--- config.mk ---
export PLATFORM = sky130hd
export DESIGN_NAME = spawn_scheduler
export DESIGN_NICKNAME = d
export VERILOG_FILES = /design/src/rtl/spawn_scheduler.sv
export SDC_FILE = /design/constraint.sdc
export NUM_CORES = 1
export LEC_CHECK = 0
export BUFFER_PORTS_ARGS = -buffer_cell sky130_fd_sc_hd__clkbuf_2
export CAP_MARGIN = 20
export CORE_ASPECT_RATIO = 0.6
export CORE_MARGIN = 2
export CORE_UTILIZATION = 50
export CTS_CLUSTER_DIAMETER = 60
export CTS_CLUSTER_SIZE = 8
export DETAILED_ROUTE_END_ITERATION = 8
export PLACE_DENSITY = 0.71
export SLEW_MARGIN = 20
export SYNTH_ARGS = -nofsm -noshare
export SYNTH_HDL_FRONTEND = slang
export SYNTH_SLANG_ARGS = --single-unit
--- constraint.sdc ---
create_clock -name clk -period 3.25 [get_ports clk]
set_clock_uncertainty 0.15 [all_clocks]
set_input_delay 0.65 -clock clk [delete_from_list [all_inputs] [get_ports clk]]
set_output_delay 0.65 -clock clk [all_outputs]
set_load 0.1 [all_outputs]
--- src/rtl/spawn_scheduler.sv ---
// spawn_scheduler
//   Frame-based round-robin scheduler that shares one 4-bit pseudo-random
//   source among the lane spawners. Each frame it grants up to
//   GRANTS_PER_FRAME requesting lanes, one per cycle. Each granted lane gets a
//   range-reduced value that differs from the lane's previous value. A
//   per-lane cooldown enforces a minimum frame gap between spawns on a lane.
//
// Ports
//   clk          clock (pixel/game domain)
//   resetN       asynchronous, active-low reset
//   startOfFrame one-cycle pulse at frame start
//   enable       run/pause; low forces IDLE and freezes cooldowns and rr_ptr
//   random       pseudo-random input, sampled in the pick cycle
//   req          per-lane level request
//   gnt          registered one-hot grant pulse
//   value        registered spawn value, valid with gnt, otherwise 0
//   busy         high while the scheduler is scanning
module spawn_scheduler #(
    parameter int N_LANES          = 4,
    parameter int RANGE            = 12,
    parameter int COOLDOWN_FRAMES  = 3,
    parameter int GRANTS_PER_FRAME = 2
) (
    input  logic               clk,
    input  logic               resetN,
    input  logic               startOfFrame,
    input  logic               enable,
    input  logic [3:0]         random,
    input  logic [N_LANES-1:0] req,
    output logic [N_LANES-1:0] gnt,
    output logic [3:0]         value,
    output logic               busy
);

    localparam int          PW = (N_LANES > 1) ? $clog2(N_LANES) : 1;
    localparam int          GW = $clog2(GRANTS_PER_FRAME + 1);
    localparam int unsigned NL = N_LANES;

    typedef enum logic {IDLE, SCAN} state_t;

    state_t             state, state_n;
    logic [PW-1:0]      rr_ptr, pick;
    logic [GW-1:0]      gcount, gcount_n;
    logic [5:0]         cooldown [N_LANES];
    logic [3:0]         last     [N_LANES];
    logic [N_LANES-1:0] elig;
    logic               found, do_grant, frame_tick;
    logic [3:0]         r_red, v;
    int unsigned        idx;

    assign frame_tick = startOfFrame && enable;
    assign busy       = (state == SCAN);

    always_comb begin
        elig = '0;
        for (int unsigned i = 0; i < NL; i++) begin
            elig[i] = req[i] && (cooldown[i] == '0);
        end
    end

    // First eligible lane at or after rr_ptr, wrapping at N_LANES
    always_comb begin
        found = 1'b0;
        pick  = '0;
        idx   = 0;
        for (int unsigned j = 0; j < NL; j++) begin
            idx = (32'(rr_ptr) + j) % NL;
            if (!found && elig[idx]) begin
                found = 1'b1;
                pick  = PW'(idx);
            end
        end
    end

    // Range reduction, then bump by one (wrapping) to avoid repeating the lane's last value
    always_comb begin
        r_red = random;
        if ({1'b0, random} >= 5'(RANGE)) begin
            r_red = random - 4'(RANGE);
        end
        v = r_red;
        if (r_red == last[pick]) begin
            v = (r_red == 4'(RANGE - 1)) ? 4'd0 : r_red + 4'd1;
        end
    end

    // A frame pulse inside SCAN restarts the frame: the grant count starts over
    // and includes any grant picked in that same cycle.
    always_comb begin
        state_n  = state;
        gcount_n = gcount;
        do_grant = 1'b0;
        if (!enable) begin
            state_n = IDLE;
        end else begin
            unique case (state)
                IDLE: begin
                    if (startOfFrame) begin
                        state_n  = SCAN;
                        gcount_n = '0;
                    end
                end
                SCAN: begin
                    do_grant = found;
                    gcount_n = (startOfFrame ? '0 : gcount) + GW'(found);
                    if (startOfFrame) begin
                        if (found && gcount_n >= GW'(GRANTS_PER_FRAME)) begin
                            state_n = IDLE;
                        end
                    end else if (!found || gcount_n >= GW'(GRANTS_PER_FRAME)) begin
                        state_n = IDLE;
                    end
                end
                default: state_n = IDLE;
            endcase
        end
    end

    always_ff @(posedge clk or negedge resetN) begin
        if (!resetN) begin
            state <= IDLE;
        end else begin
            state <= state_n;
        end
    end

    always_ff @(posedge clk or negedge resetN) begin
        if (!resetN) begin
            gnt    <= '0;
            value  <= '0;
            rr_ptr <= '0;
            gcount <= '0;
            for (int unsigned i = 0; i < NL; i++) begin
                cooldown[i] <= '0;
                last[i]     <= '0;
            end
        end else begin
            gcount <= gcount_n;
            gnt    <= '0;
            value  <= '0;
            if (frame_tick) begin
                for (int unsigned i = 0; i < NL; i++) begin
                    if (cooldown[i] != '0) begin
                        cooldown[i] <= cooldown[i] - 6'd1;
                    end
                end
            end
            // Grant load follows the decrement so it wins for the granted lane
            if (do_grant) begin
                gnt[pick]      <= 1'b1;
                value          <= v;
                last[pick]     <= v;
                cooldown[pick] <= 6'(COOLDOWN_FRAMES);
                rr_ptr         <= (pick == PW'(NL - 1)) ? '0 : pick + 1'b1;
            end
        end
    end

endmodule
Word-level counts from Yosys, hierarchy flattened

Cells that the tools add are included.

Bits of input ports: 12
Word-level logic and storage cells: 114
Output and inout bits: 9
Register bits after elaboration: 53

Reductions and logical operators: 24
Bitwise logic cells: 5
Add/subtract/negate cells: 11
Muxes and demuxes: 48
$lt $le $gt $ge: 10
Equal/unequal tests: 3

Operator list:

| cell                  | count |
|---|---|
| $mux W24              | 2 |
| $mux W4               | 8 |
| $mux W6               | 5 |
| $logic_not A6 Y1      | 4 |
| $reduce_bool A6 Y1    | 4 |
| $sub A6 B1 Y6 const B | 4 |
| $and A16 B16 Y16      | 1 |
| $bwmux W16            | 1 |
| $mux W1               | 16 |
| $not A16 Y16          | 1 |
| $lt A2 B3 Y1 const B  | 5 |
| $demux W6 S2          | 1 |
| $mux W2               | 6 |
| $logic_and A1 B1 Y1   | 11 |
| $bmux W1 S2           | 4 |
| $bmux W4 S2           | 1 |
| $demux W4 S2          | 1 |
| $or A8 B8 Y8          | 1 |
| $add A2 B1 Y2 const B | 2 |
| $add A2 B2 Y2 const B | 2 |
| $add A4 B1 Y4 const B | 1 |
| $eq A4 B4 Y1          | 1 |
| $eq A4 B4 Y1 const B  | 1 |
| $ge A4 B4 Y1 const B  | 1 |
| other kinds (14)      | 17 |

Longest topological paths before layout

Gate-level depths: netlist of run 1.

Depth after elaboration: 22
Depth in mapped cells: 13
Mapped depth without buffers: 13

Least setup slack after synthesis of run 1

Ideal clock, no wire load.

Kind: flip-flop to flip-flop
Start: register cooldown[20] (netlist bit)
End: register last[0] (netlist bit)
Required time: 2967 ps
Buffers on the path: 0
Path slack: -62 ps
Period minus slack after synthesis: 3312 ps
Cell stages (with the launch flop): 11
Library setup time: 133 ps
Arrival time: 3029 ps
Path through: dfrtp_1 or4_4 nor3_1 a21oi_1 o211a_2 inv_4 mux4_2 xor2_1 a311oi_4 mux2i_1 a21oi_1

Word-level cells in the longest chain between the ends: 21
Elaborated cells between the ends (all ways): 38
Those cells by class: order compare (2); eq/ne (1); mux (25); bitwise (1); reduce/logical (9)

Ends and longest elaborated chain:

| element                                     | RTL line | source |
|---|---|---|
| start, declared                             | 44       | `logic [5:0] cooldown [N_LANES];` |
| start signal, assigned by index             | 144      | `cooldown[i] <= cooldown[i] - 6'd1;` |
| start signal, assigned by index             | 153      | `cooldown[pick] <= 6'(COOLDOWN_FRAMES);` |
| $logic_not A6 Y1 *                          | 57       | `elig[i] = req[i] && (cooldown[i] == '0);` |
| $logic_and A1 B1 Y1 *                       | 57       |  |
| $bmux W1 S2                                 | 68       | `if (!found && elig[idx]) begin` |
| $mux W1 (implied by the code)               | 68       |  |
| $mux W1                                     | 68       |  |
| $logic_not A1 Y1                            | 68       |  |
| $logic_and A1 B1 Y1                         | 68       |  |
| $mux W1                                     | 68       |  |
| [4 not listed]                              | n/a      |  |
| $logic_and A1 B1 Y1                         | 68       |  |
| $mux W2                                     | 68       |  |
| $not A2 Y3 (implied by the code)            | 82, 152  |  |
| $bmux W4 S2                                 | 82       | `if (r_red == last[pick]) begin` |
| $mux W4 (implied by the code) (2 in series) | 82       |  |
| $eq A4 B4 Y1                                | 82       |  |
| $mux W4                                     | 82       |  |
| $bwmux W16                                  | 152      | `last[pick] <= v;` |
| end signal, assigned by index               | 152      |  |
| end, declared                               | 45       | `logic [3:0] last [N_LANES];` |

Mark *: on every way between the ends. The rest lies on a longest branch, timed or not. The select of a mux whose other input is x is not followed.
A chain may end at the register's enable or synchronous reset.

Final worst setup path of run 1

Start: register cooldown[23] (netlist bit)
End: register last[8] (netlist bit)

The elaborated chain is that of the path after synthesis.

==> results.py, run 1 <==
metrics = {
    "sta": {
        "max_slew_violation_count": 0,
        "relSlewSlack": 0.383,
        "rsz_0062_raised_after_global_routing": "yes",
        "final.hold.worst_slack_ps": 325,
        "timing.fmax_ghz": 0.294,
        "setup_slack_ps": -157,
        "final.min_clock_period_ps": 3410,
        "layout_worst_path_cycle_share": 1.05,
        "setup_viol": 15,
        "hold_violations": 0,
        "worst_pin_slew_ps": 925,
    },
    "floorplanning": {
        "die_outline_area_sq_um": 6380,
        "design.portCount": 21,
        "core-area_sq_um": 5540,
        "start_util": 0.518,
        "floorplan.rows": 21,
        "die-width_microns": 102,
        "die_h_microns": 62.7,
    },
    "place": {
        "gp_routability_congestion": 0.919,
        "place_ws_ps": -182,
        "port_buffers": 20,
        "final_hpwl_from_detailed_placement_mm": 4.64,
        "place_area_sq_um": 3310,
    },
    "cells_and_area": {
        "final_net_count": 380,
        "area_growth_syn_to_layout_pct": 23.9,
        "insertedDiodeCount": 0,
        "postLayoutCoreUtil": 0.642,
        "final_cell_area_sq_um": 3560,
        "drive_above_1_share": 0.259,
    },
    "synthesis": {
        "synthCells": 295,
        "synth-main-ff-cell": "dfrtp_1",
        "post_synth_most_frequent_cells": "dfrtp_1, nor2_1, nand2_1",
        "synth_largest_type_area_fraction": 0.462,
        "ys.warnings.count": 0,
        "yosys.cell_count.top_type": "dfrtp_1",
        "synth_area_leader_cell": "dfrtp_1",
        "post_synth.cell_area_avg_sq_um": 9.73,
        "synth_seq_area_share": 0.462,
        "ys_ff_latch": 53,
        "synth_area_leaders": "dfrtp_1, ha_1, nor2_1",
        "synth_async_sr_flop_share": 1.00,
        "ys_types": 47,
        "post_syn_nets": 321,
        "synth-edff-count": 0,
        "post_synthesis_cell_area_sq_um": 2870,
    },
    "worst_setup_path": {
        "regToRegStartpoint": "cooldown[23]$_DFF_PN0_",
        "regToRegSetupSlack_ps": -160,
        "arrival_ps": 3450,
        "timing.critical_path.required_ps": 3290,
        "reg2reg_depth": 12,
        "critical_path.startpoint": "cooldown[23]$_DFF_PN0_",
        "timing.rr.end": "last[8]$_DFFE_PN0P_",
        "critical_path.startpoint_type": "register",
        "worst-setup-path-type": "reg2reg",
        "endpoint_kind": "register",
        "timing.critical_path.fanout_max": 6,
    },
    "power_and_ir_drop": {
        "pwr-share-seq": 0.381,
        "p_leak_uw": 0.00167,
        "internal_power_uw": 1700,
        "max-vdd-ir-drop_v": 0.000299,
        "clock_power_share": 0.169,
        "finalPower_uw": 2720,
        "power_switching_share": 0.375,
        "p_comb_frac": 0.450,
        "p_switching_uw": 1020,
        "power_per_cell_area_nw_per_um2": 764,
    },
    "routing": {
        "highest-signal-layer": "met4",
        "routed-wl-met2_mm": 2.61,
        "remaining_drc_errors": 0,
        "vias_per_cell": 5.24,
        "ant_nets": 0,
        "detailedRoute.firstPassIterationCount": 6,
        "route.vias.total": 2278,
        "detailedRoute.firstIterationViolations": 129,
        "wl_met3_microns": 366,
        "wl_mm": 6.30,
        "route.detailed.wl_per_inst_microns": 14.5,
        "routedLengthMet1_mm": 3.26,
    },
    "clock_tree": {
        "htreeDepth": 2,
        "worstSkewPairLatency_ps": 310,
        "cts_inserted_buffers": 5,
        "cts_num_sinks": 53,
        "cts_tree": "yes",
        "root_buffer": "clkbuf_8",
        "clk_pin_slew_ps": 100,
        "maximum_count_of_clock_buffers_along_a_single_path": 2,
    },
    "run_status": {
        "violated_checks": "negative setup slack",
        "run_status": "finished with violations",
    },
    "grt": {
        "grt_first_pass_wirelength_mm": 10.9,
        "grt_start_max_net_pins": 42,
        "all_layer_gr_usage": 0.219,
        "number_of_global_route_vias_before_repair": 2207,
        "grt_antenna_before_repair": 0,
        "globalRouteOverflowTotal": 0,
    },
    "min_path": {
        "timing.hold.worst.class": "in2async",
    },
    "flow_run": {
        "maxCapViolations": 0,
    },
}
==> final cells by class <==
class	instances	area [sq um]
timing repair buffer	56	390
sequential	53	1330
fill	441	1990
inverter	17	66.3
clock inverter	3	46.3
multi-input combinational	221	1560
tap	80	100
clock buffer	5	68.8
==> state kept, by name, indices dropped and copies added, names as in the netlist <==
register and flops:
value 4, cooldown 24, last 16, gcount 2, rr_ptr 2, busy 1, gnt 4
==> timing repair <==
| action | 4_1_cts | 5_1_grt |
|---|---|---|
| hold buffers | 0 | 0 |
| resized for setup | 6 | 13 |
| setup buffers | 2 | 2 |
| cloned | 0 | 0 |
| endpoints found under the setup margin | 20 | 20 |
| pin swaps | 6 | 4 |
==> cells in the final DEF (no fill, tap or decap), types with 3 or more instances in the layout <==
cell       n
clkbuf_8   5
buf_4     33
ha_1      14
and2_1     3
nor4_1     4
a21oi_1   13
nand3_1    7
xnor2_1   12
and3_1     4
o21ai_1    6
nand2_1   41
xor2_1     8
nor3_1     5
dfrtp_1   53
nor2_1    40
o211ai_1   5
o21ai_0   13
mux2i_4    3
clkbuf_2  19
inv_1     16
mux2i_1    3
==> worst max path at each step <==
stage | endpoint | slack (ps) | cells after the start
after floorplan | last[0]$_DFFE_PN0P_ | -30 | 10
after global placement | last[1]$_DFFE_PN0P_ | -150 | 10
after detailed placement | last[8]$_DFFE_PN0P_ | -180 | 10
after CTS | last[9]$_DFFE_PN0P_ | -150 | 11
after global routing | last[7]$_DFFE_PN0P_ | -270 | 12
final | last[8]$_DFFE_PN0P_ | -160 | 12
==> critical path: stages, from the launching register on <==
cell	delay, ps
dfrtp_1	390
or4_4	590
nor2_4	140
o211ai_1	100
and3b_2	240
buf_12	140
mux2i_1	110
mux2_2	290
nand3b_2	240
a311oi_4	310
buf_6	170
mux2i_4	300
a21oi_1	110
==> power by group through the flow <==
stage	logic (uW)	clock network (uW)	registers (uW)
final	1220	460	1040
after global routing	1350	500	1060
after CTS	1160	470	1030
after detailed placement	1110	0	1040
after global placement	1080	0	1040
after floorplan	699	0	1050
==> metal layers <==
| metal | up-vias | track usage |
|---|---|---|
| li1 | 1130 | - |
| met1 | 1093 | 0.345 |
| met2 | 47 | 0.312 |
| met3 | 8 | 0.0492 |
| met4 | 0 | 0.0400 |
| met5 | - | 0 |
==> cells by family (layout without fill, tap and decap cells) <==
kind of cell	count (synthesis)	after routing	share of synthesized area
DFF	53	53	0.462
and+or+nand+nor	124	124	0.204
muxes	12	12	0.0567
adders and majority gates	14	14	0.0610
buffers and inverters	21	81	0.0310
AOI/OAI and AO/OA	49	49	0.118
xor gates and xnor gates	22	22	0.0671
==> metrics by stage <==
| stage | std cells | TNS (ps) |
|---|---|---|
| finish | 435 | -1750 |
| global route | 435 | -4120 |
| CTS | 433 | -1740 |
| detailed placement | 423 | -2760 |
| global placement | 423 | -2140 |
| floorplan | 295 | -207 |
Power figures use the tool's default switching activity.
==> run 2, diff against run 1 <==
Settings changed: CAP_MARGIN 20 to 15, SETUP_SLACK_MARGIN set to 0.4.
==> results.py, run 2 (synthesis results as in run 1) <==
metrics = {
    "clock_tree": {
        "cts_inserted_buffers": 5,
        "cts_tree": "yes",
        "root_buffer": "clkbuf_8",
        "maximum_count_of_clock_buffers_along_a_single_path": 2,
        "worstSkewPairLatency_ps": 310,
        "htreeDepth": 2,
        "cts_num_sinks": 53,
        "clk_pin_slew_ps": 110,
    },
    "sta": {
        "final.min_clock_period_ps": 3380,
        "rsz_0062_raised_after_global_routing": "yes",
        "hold_violations": 0,
        "worst_pin_slew_ps": 554,
        "relSlewSlack": 0.632,
        "final.hold.worst_slack_ps": 130,
        "setup_viol": 15,
        "timing.fmax_ghz": 0.296,
        "setup-tns-final_ps": -1270,
        "layout_worst_path_cycle_share": 1.04,
        "setup_slack_ps": -127,
        "max_slew_violation_count": 0,
    },
    "routing": {
        "route.vias.total": 2270,
        "remaining_drc_errors": 0,
        "vias_per_cell": 5.21,
        "ant_nets": 0,
        "detailedRoute.firstPassIterationCount": 4,
        "wl_mm": 6.30,
        "detailedRoute.firstIterationViolations": 132,
        "route.detailed.wl_per_inst_microns": 14.4,
    },
    "cells_and_area": {
        "area_growth_syn_to_layout_pct": 24.5,
        "layout_top_registers": "cooldown: 24 flops, last: 16 flops",
        "drive_above_1_share": 0.272,
        "most_common_cell_after_layout_fill_and_taps_aside": "dfrtp_1",
        "insertedDiodeCount": 0,
        "final_net_count": 381,
        "largest_register_ffs": 24,
        "largest_register": "cooldown",
        "mostFrequentLayoutCells": "dfrtp_1, nand2_1, nor2_1",
        "postLayoutCoreUtil": 0.644,
    },
    "grt": {
        "all_layer_gr_usage": 0.218,
        "globalRouteOverflowTotal": 0,
        "grt_antenna_before_repair": 0,
        "number_of_global_route_vias_before_repair": 2195,
        "grt_first_pass_wirelength_mm": 11.0,
        "grt_start_max_net_pins": 34,
    },
    "worst_setup_path": {
        "timing.rr.end": "last[13]$_DFFE_PN0P_",
        "maximum_cell_stage_delay_along_the_critical_path_ps": 580,
        "cp.buffers_inverters": 3,
        "arrival_ps": 3430,
        "crit_chain": "or4_4 -> nor2_1 -> o211ai_1 -> and3b_1 -> buf_12 -> buf_4 -> mux4_2 -> xor2_2 -> a311oi_4 -> buf_6 -> mux2i_4 -> a21oi_1",
        "family_with_the_most_delay_on_the_worst_path": "simple AND/OR/NAND/NOR gates",
        "regToRegStartpoint": "cooldown[21]$_DFF_PN0_",
        "critical_path.startpoint_type": "register",
        "regToRegSetupSlack_ps": -130,
        "timing.critical_path.slowest_stage_cell": "or4_4",
        "worst-setup-path-type": "reg2reg",
        "endpoint_kind": "register",
        "reg2reg_depth": 12,
        "timing.critical_path.fanout_max": 6,
        "timing.critical_path.required_ps": 3310,
    },
    "run_status": {
        "run_status": "finished with violations",
        "violated_checks": "negative setup slack",
    },
    "floorplanning": {
        "design.portCount": 21,
        "start_util": 0.518,
        "die_h_microns": 62.7,
        "die_outline_area_sq_um": 6380,
        "core-area_sq_um": 5540,
        "floorplan.rows": 21,
        "die-width_microns": 102,
    },
    "power_and_ir_drop": {
        "p_leak_uw": 0.00168,
        "clock_power_share": 0.147,
        "p_switching_uw": 1040,
        "power_per_cell_area_nw_per_um2": 753,
        "power_switching_share": 0.388,
        "pwr-share-seq": 0.389,
        "max-vdd-ir-drop_v": 0.000334,
        "internal_power_uw": 1650,
        "p_comb_frac": 0.463,
    },
    "place": {
        "final_hpwl_from_detailed_placement_mm": 4.62,
        "gp_routability_congestion": 0.922,
        "port_buffers": 20,
    },
    "min_path": {
        "timing.hold.worst.class": "in2async",
    },
    "flow_run": {
        "maxCapViolations": 0,
    },
}
run 2: cell count changes in the layout (fill, tap and decap cells not counted), sizes merged:
cell and change:
clkinv -1, bufinv -1, clkbuf +1, clkinvlp +1, inv +1
run 2: metrics by stage:
step	worst slack [ps]	instance area (sq um)	power (uW)	instances
3_3_place_gp	-97.7	3310	2140	423
6_report	-127	3570	2690	436
2_1_floorplan	-22.8	2880	1750	295
4_1_cts	-174	3450	2590	433
5_1_grt	-256	3570	2900	436
3_5_place_dp	-171	3310	2170	423
run 2: how the worst max path moves through the flow:
stage,from,end,cells after the start
3_5_place_dp,cooldown[23]$_DFF_PN0_,last[1]$_DFFE_PN0P_,10
3_3_place_gp,cooldown[8]$_DFF_PN0_,last[12]$_DFFE_PN0P_,10
4_1_cts,cooldown[23]$_DFF_PN0_,last[1]$_DFFE_PN0P_,10
6_report,cooldown[21]$_DFF_PN0_,last[13]$_DFFE_PN0P_,12
2_1_floorplan,cooldown[21]$_DFF_PN0_,last[0]$_DFFE_PN0P_,10
5_1_grt,cooldown[21]$_DFF_PN0_,last[5]$_DFFE_PN0P_,12
run 2: timing repair:
item                                    4_1_cts  5_1_grt
buffers inserted                              2        3
gates cloned                                  0        0
hold buffers                                  0        0
pin swaps                                     9        3
endpoints found under the setup margin       20       32
gates resized for setup                       6       23
run 2: layout make-up:
class	count	area, sq um
clock inverters	3	26.3
well taps	80	100
multi-input cells	221	1590
fillers	433	1970
flip-flops and latches	53	1330
repair buffers	57	398
inverters	17	66.3
clock buffers	5	68.8
run 2: metal layers:
layer / global-route usage / up-vias / wire, microns
li1: - / 1134 / -
met1: 0.356 / 1086 / 3330
met2: 0.295 / 45 / 2600
met3: 0.0481 / 5 / 330
met4: 0.0433 / 0 / 40
met5: 0 / - / 0
run 2: power groups by stage:
stage | registers (uW) | logic [uW] | clock network, uW
finish | 1050 | 1250 | 397
global route | 1080 | 1390 | 431
CTS | 1030 | 1150 | 404
detailed placement | 1050 | 1120 | 0
global placement | 1040 | 1100 | 0
floorplan | 1050 | 699 | 0
